$ cat src/rtl/m_seq_correlator_if.sv
// ---------------------------------------------------------------------------
// m_seq_correlator_if
// Chip stream and detection result bundle for the M-sequence correlator.
//   chip_in      received chip
//   chip_valid   chip_in is valid this cycle
//   frame_start  current chip is r[0] of a new frame
//   in_ready     correlator accepts chips this cycle
//   shift_out    detected code shift (0..62)
//   peak         agreement count at shift_out (0..63)
//   det_valid    one-cycle pulse, result fields updated
//   locked       peak reached the lock threshold at last detection
// master: chip source / result consumer.  slave: the correlator.
// ---------------------------------------------------------------------------
interface m_seq_correlator_if;
    logic       chip_in;
    logic       chip_valid;
    logic       frame_start;
    logic       in_ready;
    logic [5:0] shift_out;
    logic [6:0] peak;
    logic       det_valid;
    logic       locked;

    modport master (
        output chip_in, chip_valid, frame_start,
        input  in_ready, shift_out, peak, det_valid, locked
    );

    modport slave (
        input  chip_in, chip_valid, frame_start,
        output in_ready, shift_out, peak, det_valid, locked
    );
endinterface

$ cat src/rtl/m_seq_correlator.sv
// ---------------------------------------------------------------------------
// m_seq_correlator
// Buffers one 63-chip received frame and correlates it serially against all
// cyclic shifts of a locally generated reference M-sequence, one candidate
// shift per cycle. Reports the best shift, its agreement count and a lock flag.
//   clkin   clock
//   rstn    synchronous active-low reset
//   bus     m_seq_correlator_if.slave (chip stream in, detection result out)
//
// state     | meaning
// S_INIT    | build reference s[0..62] from the LFSR, one chip per cycle
// S_COLLECT | accept chips into the frame buffer
// S_SEARCH  | evaluate agreement for shift j = 0..62, one per cycle
// S_REPORT  | one-cycle result pulse; chips are accepted again
// ---------------------------------------------------------------------------
module m_seq_correlator #(
    parameter logic [5:0] POLYNOME = 6'b100111,
    parameter logic [5:0] PHASE    = 6'b101010,
    parameter logic [5:0] N        = 6'd63,
    parameter logic [3:0] LENGHT   = 4'd6,
    parameter logic [6:0] THRESH   = 7'd56
) (
    input  logic                 clkin,
    input  logic                 rstn,
    m_seq_correlator_if.slave    bus
);

    localparam int NI = int'(N);
    localparam int LI = int'(LENGHT);
    localparam logic [5:0] LAST = 6'(NI - 1);

    typedef enum logic [1:0] {
        S_INIT,
        S_COLLECT,
        S_SEARCH,
        S_REPORT
    } state_t;

    state_t          state, state_nxt;
    logic [LI-1:0]   lfsr;
    logic [5:0]      idx;        // INIT fill index, then SEARCH candidate j
    logic [5:0]      cnt;        // chips collected in the current frame
    logic [NI-1:0]   ref_seq;
    logic [NI-1:0]   wref;       // reference rotated by the current j
    logic [NI-1:0]   frame;
    logic [5:0]      best_j;
    logic [6:0]      best_a;
    logic [5:0]      shift_r;
    logic [6:0]      peak_r;
    logic            det_r;
    logic            locked_r;

    logic            in_ready_i;
    logic            accept;
    logic            last_chip;
    logic            fb;
    logic [6:0]      agree;
    logic            better;
    logic [6:0]      cand_a;
    logic [5:0]      cand_j;

    assign fb        = ^(lfsr & POLYNOME[LI-1:0]);
    assign accept    = bus.chip_valid && in_ready_i;
    assign last_chip = accept && !bus.frame_start && (cnt == LAST);

    // Mismatches are counted by XOR; agreement is their complement to N.
    assign agree  = 7'(NI) - 7'($countones(frame ^ wref));
    // j = 0 seeds the search; afterwards only a strictly better shift wins,
    // so ties stay with the lowest j.
    assign better = (idx == 6'd0) || (agree > best_a);
    assign cand_a = better ? agree : best_a;
    assign cand_j = better ? idx   : best_j;

    always_ff @(posedge clkin) begin
        if (!rstn) begin
            state <= S_INIT;
        end else begin
            state <= state_nxt;
        end
    end

    always_comb begin
        state_nxt  = state;
        in_ready_i = 1'b0;
        case (state)
            S_INIT: begin
                if (idx == LAST) begin
                    state_nxt = S_COLLECT;
                end
            end
            S_COLLECT, S_REPORT: begin
                in_ready_i = 1'b1;
                state_nxt  = last_chip ? S_SEARCH : S_COLLECT;
            end
            S_SEARCH: begin
                if (idx == LAST) begin
                    state_nxt = S_REPORT;
                end
            end
            default: state_nxt = S_INIT;
        endcase
    end

    always_ff @(posedge clkin) begin
        if (!rstn) begin
            lfsr     <= PHASE[LI-1:0];
            idx      <= '0;
            cnt      <= '0;
            ref_seq  <= '0;
            wref     <= '0;
            frame    <= '0;
            best_j   <= '0;
            best_a   <= '0;
            shift_r  <= '0;
            peak_r   <= '0;
            det_r    <= 1'b0;
            locked_r <= 1'b0;
        end else begin
            det_r <= 1'b0;
            case (state)
                S_INIT: begin
                    ref_seq[idx] <= fb;
                    lfsr         <= {fb, lfsr[LI-1:1]};
                    idx          <= (idx == LAST) ? 6'd0 : idx + 6'd1;
                end
                S_COLLECT, S_REPORT: begin
                    if (accept) begin
                        if (bus.frame_start) begin
                            frame[0] <= bus.chip_in;
                            cnt      <= 6'd1;
                        end else begin
                            frame[cnt] <= bus.chip_in;
                            if (cnt == LAST) begin
                                cnt  <= 6'd0;
                                wref <= ref_seq;
                            end else begin
                                cnt <= cnt + 6'd1;
                            end
                        end
                    end else if (bus.frame_start) begin
                        cnt <= 6'd0;
                    end
                end
                S_SEARCH: begin
                    best_a <= cand_a;
                    best_j <= cand_j;
                    // wref[t] tracks s[(t+j) mod N]; advancing j pulls every bit down by one.
                    wref   <= {wref[0], wref[NI-1:1]};
                    if (idx == LAST) begin
                        idx      <= 6'd0;
                        shift_r  <= cand_j;
                        peak_r   <= cand_a;
                        locked_r <= (cand_a >= THRESH);
                        det_r    <= 1'b1;
                    end else begin
                        idx <= idx + 6'd1;
                    end
                end
                default: ;
            endcase
        end
    end

    assign bus.in_ready  = in_ready_i;
    assign bus.shift_out = shift_r;
    assign bus.peak      = peak_r;
    assign bus.det_valid = det_r;
    assign bus.locked    = locked_r;

endmodule
$ cat src/flat_wrapper.sv
// flat-port wrapper written by rule: the top's interface ports become plain ports
module m_seq_correlator_flat 
#(
    parameter logic [5:0] POLYNOME = 6'b100111,
    parameter logic [5:0] PHASE    = 6'b101010,
    parameter logic [5:0] N        = 6'd63,
    parameter logic [3:0] LENGHT   = 4'd6,
    parameter logic [6:0] THRESH   = 7'd56
)
  (clkin, rstn, bus_chip_in, bus_chip_valid, bus_frame_start, bus_in_ready, bus_shift_out, bus_peak, bus_det_valid, bus_locked);
  m_seq_correlator_if bus_i ();
  input  logic clkin;
  input  logic rstn;
  input wire logic [$bits(bus_i.chip_in)-1:0] bus_chip_in;
  input wire logic [$bits(bus_i.chip_valid)-1:0] bus_chip_valid;
  input wire logic [$bits(bus_i.frame_start)-1:0] bus_frame_start;
  output wire logic [$bits(bus_i.in_ready)-1:0] bus_in_ready;
  output wire logic [$bits(bus_i.shift_out)-1:0] bus_shift_out;
  output wire logic [$bits(bus_i.peak)-1:0] bus_peak;
  output wire logic [$bits(bus_i.det_valid)-1:0] bus_det_valid;
  output wire logic [$bits(bus_i.locked)-1:0] bus_locked;
  assign bus_i.chip_in = bus_chip_in;
  assign bus_i.chip_valid = bus_chip_valid;
  assign bus_i.frame_start = bus_frame_start;
  assign bus_in_ready = bus_i.in_ready;
  assign bus_shift_out = bus_i.shift_out;
  assign bus_peak = bus_i.peak;
  assign bus_det_valid = bus_i.det_valid;
  assign bus_locked = bus_i.locked;
  m_seq_correlator #(.POLYNOME(POLYNOME), .PHASE(PHASE), .N(N), .LENGHT(LENGHT), .THRESH(THRESH)) u_core (.clkin(clkin), .rstn(rstn), .bus(bus_i));
endmodule
$ cat config.mk
export PLATFORM = sky130hd
export DESIGN_NAME = m_seq_correlator_flat
export DESIGN_NICKNAME = d
export VERILOG_FILES = /design/src/rtl/m_seq_correlator_if.sv /design/src/rtl/m_seq_correlator.sv /design/src/flat_wrapper.sv
export SDC_FILE = /design/constraint.sdc
export NUM_CORES = 1
export LEC_CHECK = 0
export ABC_AREA = 1
export ABC_CLOCK_PERIOD_IN_PS = 18520
export CORE_UTILIZATION = 25
export CTS_CLUSTER_DIAMETER = 150
export DETAILED_ROUTE_END_ITERATION = 16
export HOLD_SLACK_MARGIN = 0.05
export PLACE_DENSITY = 0.48
export SYNTH_ARGS = -nofsm -noshare
export SYNTH_HDL_FRONTEND = slang
export SYNTH_SLANG_ARGS = --single-unit
$ cat constraint.sdc
create_clock -name clkin -period 18.52 [get_ports clkin]
set_clock_uncertainty 0.1 [all_clocks]
set_input_delay 3.704 -clock clkin [delete_from_list [all_inputs] [get_ports clkin]]
set_output_delay 3.704 -clock clkin [all_outputs]
set_load 0.01 [all_outputs]
==> flow_summary.ini, run 1 <==
[run_status]
status = complete, no violations

[placed_design]
portBuffers = 20
placed_area_um2 = 13600
dp_hpwl_um = 27200
place_congestion = 0.807
dp_cells = 2182
pre_cts_ws_ns = 10.86

[logic_synthesis]
yosysSeqAreaShare_pct = 36.8
yosys_warnings = 0
ys_types = 35
ys_top_cells_by_area = dfxtp_1, fa_1, ha_1
synth_top_cell_by_area = dfxtp_1
netlist.area_leader.share_pct = 36.8
syn-instance-count = 1573
syn_area_per_cell_um2 = 8.19
synth_area_um2 = 12900
synth-seq-cells = 237
synth_fp_nets = 1707

[routing]
drt_wl_total_um = 38800
via_per_inst = 4.75
wl_per_cell_um = 17.4
drc = 0
ant_nets = 0
vias = 10600
drtPass1Iterations = 9
drt_iter0_drc = 685

[setup_path]
cp_max_fo = 14
slowest_delay_ns = 0.57
worstPathRequired_ns = 18.85
crit_top_cell = fa_1
cp-start-kind = register
slowest_stage = fa_1
critical_path_class = reg2reg
endpoint_kind = register
arrival_ns = 7.95

[global_route]
antenna_found_initial = 0
overflow = 0
grt_max_degree = 105
gr-usage-all-layers_pct = 14.6
grt_first_pass_wirelength_um = 60800
grt_pass1_vias = 10300

[clocking]
ctsHoldBuffers = 0
cts_buffer_depth = 3
cts.clk_slew.worst_paths_ns = 0.06
tritoncts = built
htreeDepth = 1
post_cts_resized = 0
ctsRootBufferMaster = clkbuf_16
clock-sinks = 237
cts_buffers = 26
post_cts_buffers = 0
clk_latency_ns = 0.54

[timing]
setup_viol = 0
fin_crit_sh_pct = 41.1
setup_slack_ns = 10.90
final_hold_viol_count = 0
finalCriticalPeriod_ns = 7.62
final_max_slew_viol_count = 0
rsz0062_at_grt = no
fin_setup_tns_ns = 0
slew_headroom_pct = 16.0
fmax_mhz = 131
worstMarginPinSlew_ns = 1.25

[power_and_ir_drop]
peakVddDrop_mv = 0.0536
powerDensity_nw_per_um2 = 77.5
p_leak_nw = 5.78
pwr-share-seq_pct = 46.2
power.share.clock_pct = 47.8
power.switching_uw = 273
p_sw_share_pct = 24.4
combPwrFrac_pct = 6.0
p_int_uw = 847

[floorplan]
fp.dieH_um = 229
dieArea_um2 = 52500
io_pins = 21
core_area_um2 = 50500
initial_utilization_pct = 25.5
rows = 82
die_x_um = 229

[cells_and_area]
final_cell_mix = dfxtp_1, nand2_1, inv_1
n_antenna_cell = 0
area_growth_pct = 12.1
final_cells = 2229
layout-drive-gt1-share_pct = 5.97
nets = 1672
layout_commonest_cell = dfxtp_1
num-fill-cells = 5432
fin_area_um2 = 14400

[worst_hold_path]
holdCritPathClass = reg2reg

[run]
drv_cap = 0
-- Yosys cell counts (all sizes together) --
master  count
a31oi      64
buf        40
xor2       69
clkbuf     57
nor3       79
nand4       1
nor2      113
ha         74
nand3      43
o211ai      2
o21ai     141
a311oi     53
a21oi     125
clkinv      4
o21bai      8
nand2     215
inv       187
xnor2       5
fa         55
a221oi      1
dfxtp     237
-- worst max-delay path: cells and delay by family, from the launching register on --
family,cells,cell delay (ns)
buffers and inverters,7,0.66
adders and majority gates,12,5.07
and+or+nand+nor,4,0.43
xor gates and xnor gates,2,0.40
DFF,1,0.37
AOI/OAI and AO/OA,3,0.48
-- per-stage QoR --
step | hold WS, ns | util, % | total power [mW]
finish | 0.364 | 28.6 | 1.12
global placement | 0.334 | 26.9 | 0.595
detailed placement | 0.350 | 26.9 | 0.595
floorplan | 0.324 | - | 0.574
CTS | 0.360 | 28.6 | 1.13
global route | 0.380 | 28.6 | 1.16
-- power by group through the flow --
| stage | sequential (mW) | clock [mW] | combinational (mW) |
|---|---|---|---|
| after floorplan | 0.527 | 0 | 0.0468 |
| after global placement | 0.528 | 0 | 0.0670 |
| after detailed placement | 0.528 | 0 | 0.0671 |
| after CTS | 0.517 | 0.546 | 0.0673 |
| after global routing | 0.517 | 0.566 | 0.0720 |
| final | 0.517 | 0.535 | 0.0671 |
-- sequential cells by signal (all words and copies together) (netlist names), named ones only --
| register | flops |
|---|---|
| u_core.ref_seq | 63 |
| u_core.lfsr | 6 |
| u_core.cnt | 6 |
| u_core.bus.locked | 1 |
| u_core.bus.det_valid | 1 |
| u_core.bus.peak | 7 |
| u_core.wref | 63 |
| u_core.bus.shift_out | 6 |
| u_core.best_j | 6 |
| u_core.state | 1 |
| u_core.best_a | 7 |
| u_core.frame | 63 |
| u_core.idx | 6 |
-- kinds of logic (layout without fill, tap and decap cells) --
family	count (synthesis)	in the layout	share of synthesized area, %
buffers and inverters	288	272	9.29
DFF	237	237	36.8
and+or+nand+nor	451	451	15.4
xor gates and xnor gates	74	74	5.09
adders and majority gates	129	129	15.7
AOI/OAI and AO/OA	394	394	17.7
-- routing by layer --
metal / vias up / GRT usage (%) / wire length [um]
met5: - / 0 / 0
met2: 220 / 24.8 / 18300
met1: 5132 / 19.9 / 18400
met3: 43 / 1.27 / 1350
li1: 5193 / - / -
met4: 0 / 3.71 / 726
-- area by class of cell --
cell class	count	area, um^2	area share [%]
Clock inverter	4	45.0	0.312
Inverter	191	719	4.98
Sequential cell	237	4740	32.8
Clock buffer	43	836	5.78
Tap cell	672	841	5.82
Timing Repair Buffer	34	303	2.10
Multi-Input combinational cell	1048	6960	48.2
-- path summary, 6_finish.rpt --
kind                      start                       to  slack (ns)  cells past startpoint
max             u_core.wref[46]  u_core.bus.shift_out[2]       10.90                     28
min reg2reg  u_core.ref_seq[62]       u_core.ref_seq[62]        0.36                      2
max reg2reg     u_core.wref[46]  u_core.bus.shift_out[2]       10.90                     28
min          u_core.ref_seq[62]       u_core.ref_seq[62]        0.36                      2
No activity file was read; power rests on OpenSTA's default activity.
==> inputs of run 2 (changes only) <==
Settings changed: ABC_CLOCK_PERIOD_IN_PS 18520 to 7000, PLACE_DENSITY 0.48 to 0.49.
Clock period 18.52 ns to 7 ns, I/O delays scaled along.
==> run 2 against run 1 <==
Effect of this change: the flow now finishes with violations (negative setup slack); sequential cell count stayed put; cell count is 3.5% higher; register-to-register slack worse by 11 ns; wire length is 0.32% higher; maximum frequency is 7.7% higher; critical path depth is 4 higher; count of clock-buffer cells in the layout is 7 lower; sequential share of layout area is 2.0 points lower; largest power group unchanged; core utilization is 2.1 points higher.
==> flow_summary.ini, run 2 (synthesis results as in run 1) <==
[routing]
vias = 10700
wl_per_cell_um = 16.9
drt_wl_total_um = 38900
via_per_inst = 4.66
drtPass1Iterations = 5
drt_iter0_drc = 761
drc = 0
ant_nets = 0

[setup_path]
arrival_ns = 7.45
slowest_delay_ns = 0.59
crit_top_cell = fa_2
cp_max_fo = 8
cp-start-kind = register
critical_path_class = reg2reg
endpoint_kind = register
slowest_stage = fa_1
worstPathRequired_ns = 7.37

[cells_and_area]
num-fill-cells = 5339
fin_util_pct = 30.8
n_antenna_cell = 0
largestRegisters = u_core.frame (63), u_core.ref_seq (63), u_core.wref (63)
fin_area_um2 = 15500
nets = 1748
multiInputGateArea_um2 = 7280
layout_commonest_cell = dfxtp_1
final_cell_mix = dfxtp_1, nand2_1, inv_1
final_cells = 2306
ff_latch_area_um2 = 4780
area_growth_pct = 20.5
layout-drive-gt1-share_pct = 17.7

[placed_design]
pre_cts_ws_ns = -0.381
portBuffers = 20
placed_area_um2 = 14100
place_congestion = 0.819
dp_cells = 2254
dp_hpwl_um = 27000

[floorplan]
rows = 82
dieArea_um2 = 52500
die_x_um = 229
core_area_um2 = 50500
initial_utilization_pct = 25.5
fp.dieH_um = 229
io_pins = 21

[timing]
worstMarginPinSlew_ns = 1.18
final_hold_viol_count = 0
slew_headroom_pct = 20.8
fin_crit_sh_pct = 101
finalCriticalPeriod_ns = 7.08
hold_ws_ns = 0.347
rsz0062_at_grt = yes
setup_viol = 12
setup_slack_ns = -0.0775
fmax_mhz = 141
final_max_slew_viol_count = 0
fin_setup_tns_ns = -0.420

[power_and_ir_drop]
peakVddDrop_mv = 0.160
total_power_mw = 3.12
powerDensity_nw_per_um2 = 201
p_leak_nw = 6.26

[clocking]
tritoncts = built
clk_latency_ns = 0.54
cts.clk_slew.worst_paths_ns = 0.06
ctsRootBufferMaster = clkbuf_16
htreeDepth = 1
cts_buffer_depth = 3
cts_buffers = 26
clock-sinks = 237

[run_status]
status = complete, but fails checks
violations = negative setup slack

[worst_hold_path]
holdCritPathClass = reg2reg

[run]
drv_cap = 0

[global_route]
gr-usage-all-layers_pct = 14.8
grt_pass1_vias = 10400
antenna_found_initial = 0
grt_max_degree = 83
grt_first_pass_wirelength_um = 61200
overflow = 0
-- run 2: final timing paths --
| kind | slack [ns] | from | end | depth (start not counted) |
|---|---|---|---|---|
| worst max-delay path | -0.08 | u_core.wref[54] | u_core.bus.locked | 32 |
| worst min-delay path | 0.35 | u_core.ref_seq[54] | u_core.ref_seq[54] | 2 |
| worst max register to register | -0.08 | u_core.wref[54] | u_core.bus.locked | 32 |
| worst min register to register | 0.35 | u_core.ref_seq[54] | u_core.ref_seq[54] | 2 |
-- run 2: area by class of cell --
type / count / share of cell area [%]
multi-input cells: 1048 / 46.9
flip-flops and latches: 237 / 30.8
repair buffers: 110 / 5.91
well taps: 672 / 5.41
clock buffers: 36 / 4.89
inverters: 191 / 4.67
clock inverters: 12 / 1.41
-- run 2: worst max-delay path: cells and delay by family (launching register included) --
family	cells	cell delay (ns)
adders and majority gates	12	4.88
and+or+nand+nor	9	0.72
buffers and inverters	8	0.52
DFF	1	0.33
xor gates and xnor gates	2	0.31
AOI/OAI and AO/OA	1	0.12
-- run 2: metal layers --
metal | part of all wire (%) | global-route usage (%)
met2 | 46 | 24.0
met5 | 0 | 0
met1 | 48 | 20.4
met3 | 3.2 | 1.31
met4 | 2.9 | 5.08
-- run 2: power breakdown --
part | internal (mW) | switching (mW)
Clock | 0.979 | 0.598
Sequential | 1.36 | 0.00982
Combinational | 0.0361 | 0.143
Total | 2.37 | 0.751
-- run 2: what timing repair did --
item | 4_1_cts | 5_1_grt
cloned | 1 | 0
hold buffers | 0 | 0
endpoints found under the hold margin | 0 | 0
setup endpoints to repair | 27 | 27
pin swaps | 45 | 31
resized for setup | 96 | 46
setup buffers | 3 | 1
==> inputs of run 3 (changes only) <==
Settings changed: CORE_MARGIN set to 2.
==> run 3 against run 2 <==
Effect of this change: non-clock buffer count is 2 lower; maximum frequency grew 0.65%; clock power fell by 7%; worst setup slack gained 0.046 ns; highest routed layer unchanged; worst hold slack improved by 0.0085 ns; cell count about the same; the flow still finishes with violations (negative setup slack); power is 3.6% lower; die area rose by 1.8%.
==> flow_summary.ini, run 3 (synthesis results as in run 1) <==
[routing]
ant_nets = 0
drtPass1Iterations = 5
wl_per_cell_um = 16.4
vias = 10600
via_per_inst = 4.61
drc = 0
drt_wl_total_um = 37900
drt_iter0_drc = 774

[cells_and_area]
final_cell_mix = dfxtp_1, nand2_1, inv_1
fin_area_um2 = 15400
layout-drive-gt1-share_pct = 18.2
largestRegisters = u_core.frame (63), u_core.ref_seq (63), u_core.wref (63)
area_growth_pct = 19.7
n_antenna_cell = 0
layout_commonest_cell = dfxtp_1
nets = 1746

[global_route]
overflow = 0
grt_pass1_vias = 10300
antenna_found_initial = 0
grt_max_degree = 78
gr-usage-all-layers_pct = 14.2
grt_first_pass_wirelength_um = 60100

[clocking]
cts_buffer_depth = 3
ctsHoldBuffers = 0
cts.clk_slew.worst_paths_ns = 0.06
clock-sinks = 237
clk_latency_ns = 0.54
tritoncts = built
cts_buffers = 26
ctsRootBufferMaster = clkbuf_16
htreeDepth = 1

[run_status]
violations = negative setup slack
status = complete, but fails checks

[setup_path]
cp_max_fo = 7
endpoint_kind = register
worstPathRequired_ns = 7.34
arrival_ns = 7.38
crit_top_cell = inv_2
slowest_delay_ns = 0.58
critical_path_class = reg2reg
cp-start-kind = register
slowest_stage = fa_1

[timing]
final_hold_viol_count = 0
fin_crit_sh_pct = 100
slew_headroom_pct = 21.5
worstMarginPinSlew_ns = 1.17
fin_setup_tns_ns = -0.0973
setup_viol = 5
setup_slack_ns = -0.0320
final_max_slew_viol_count = 0
fmax_mhz = 142
hold_ws_ns = 0.355
rsz0062_at_grt = yes
finalCriticalPeriod_ns = 7.03

[run]
drv_cap = 0

[floorplan]
io_pins = 21
rows = 83
core_area_um2 = 51100
die_x_um = 231
fp.dieH_um = 231
initial_utilization_pct = 25.2
dieArea_um2 = 53400

[power_and_ir_drop]
powerDensity_nw_per_um2 = 195
total_power_mw = 3.01
p_leak_nw = 6.20
peakVddDrop_mv = 0.124

[placed_design]
portBuffers = 20
pre_cts_ws_ns = -0.359
place_congestion = 0.836
placed_area_um2 = 14100
dp_hpwl_um = 26800

[worst_hold_path]
holdCritPathClass = reg2reg
==> run 3: changes by cell type in the layout (fill, tap and decap cells not counted), sizes merged <==
cell / before / now
bufinv: 6 / 4
clkbuf: 36 / 39
clkinvlp: 2 / 0
buf: 91 / 88
clkinv: 9 / 7
==> run 3: metrics by stage <==
stage	std cells	util, %
floorplan	1573	-
global placement	2261	27.6
detailed placement	2261	27.6
CTS	2307	29.8
global route	2308	30.2
finish	2308	30.2
==> run 3: final cells by class <==
cell class	count	area (um^2)
fillers	5412	35700
multi-input cells	1048	7260
flip-flops and latches	237	4800
repair buffers	108	892
well taps	680	851
clock buffers	38	767
inverters	191	722
clock inverters	6	130
==> run 3: critical path, delay by kind of cell, from the launching register on <==
kind | cells | cell delay [ns]
AOI/OAI and AO/OA | 2 | 0.29
DFF | 1 | 0.38
adders and majority gates | 12 | 4.98
buffers and inverters | 9 | 0.52
and+or+nand+nor | 7 | 0.48
xor gates and xnor gates | 1 | 0.17
==> run 3: timing repair <==
action,in CTS,in global routing
cloned,0,1
buffers inserted,2,0
pin swaps,55,36
endpoints found under the setup margin,27,27
gates resized for setup,98,54
==> run 3: path summary, 6_finish.rpt <==
kind                                    startpoint                 end  slack [ns]  cells after the start
worst min register to register  u_core.ref_seq[54]  u_core.ref_seq[54]        0.36                      2
worst max register to register      u_core.wref[0]    u_core.best_j[0]       -0.03                     31
worst min-delay path            u_core.ref_seq[54]  u_core.ref_seq[54]        0.36                      2
worst max-delay path                u_core.wref[0]    u_core.best_j[0]       -0.03                     31
==> run 3: report_power, final <==
group	switching, mW	internal (mW)
registers	0.00927	1.36
clock network	0.568	0.899
logic	0.142	0.0362
==> run 3: metal layers <==
metal  part of all wire [%]  global-route usage [%]
met1                     47                    19.9
met2                     46                    23.0
met3                    3.8                    1.19
met4                    2.8                    4.66
met5                      0                       0
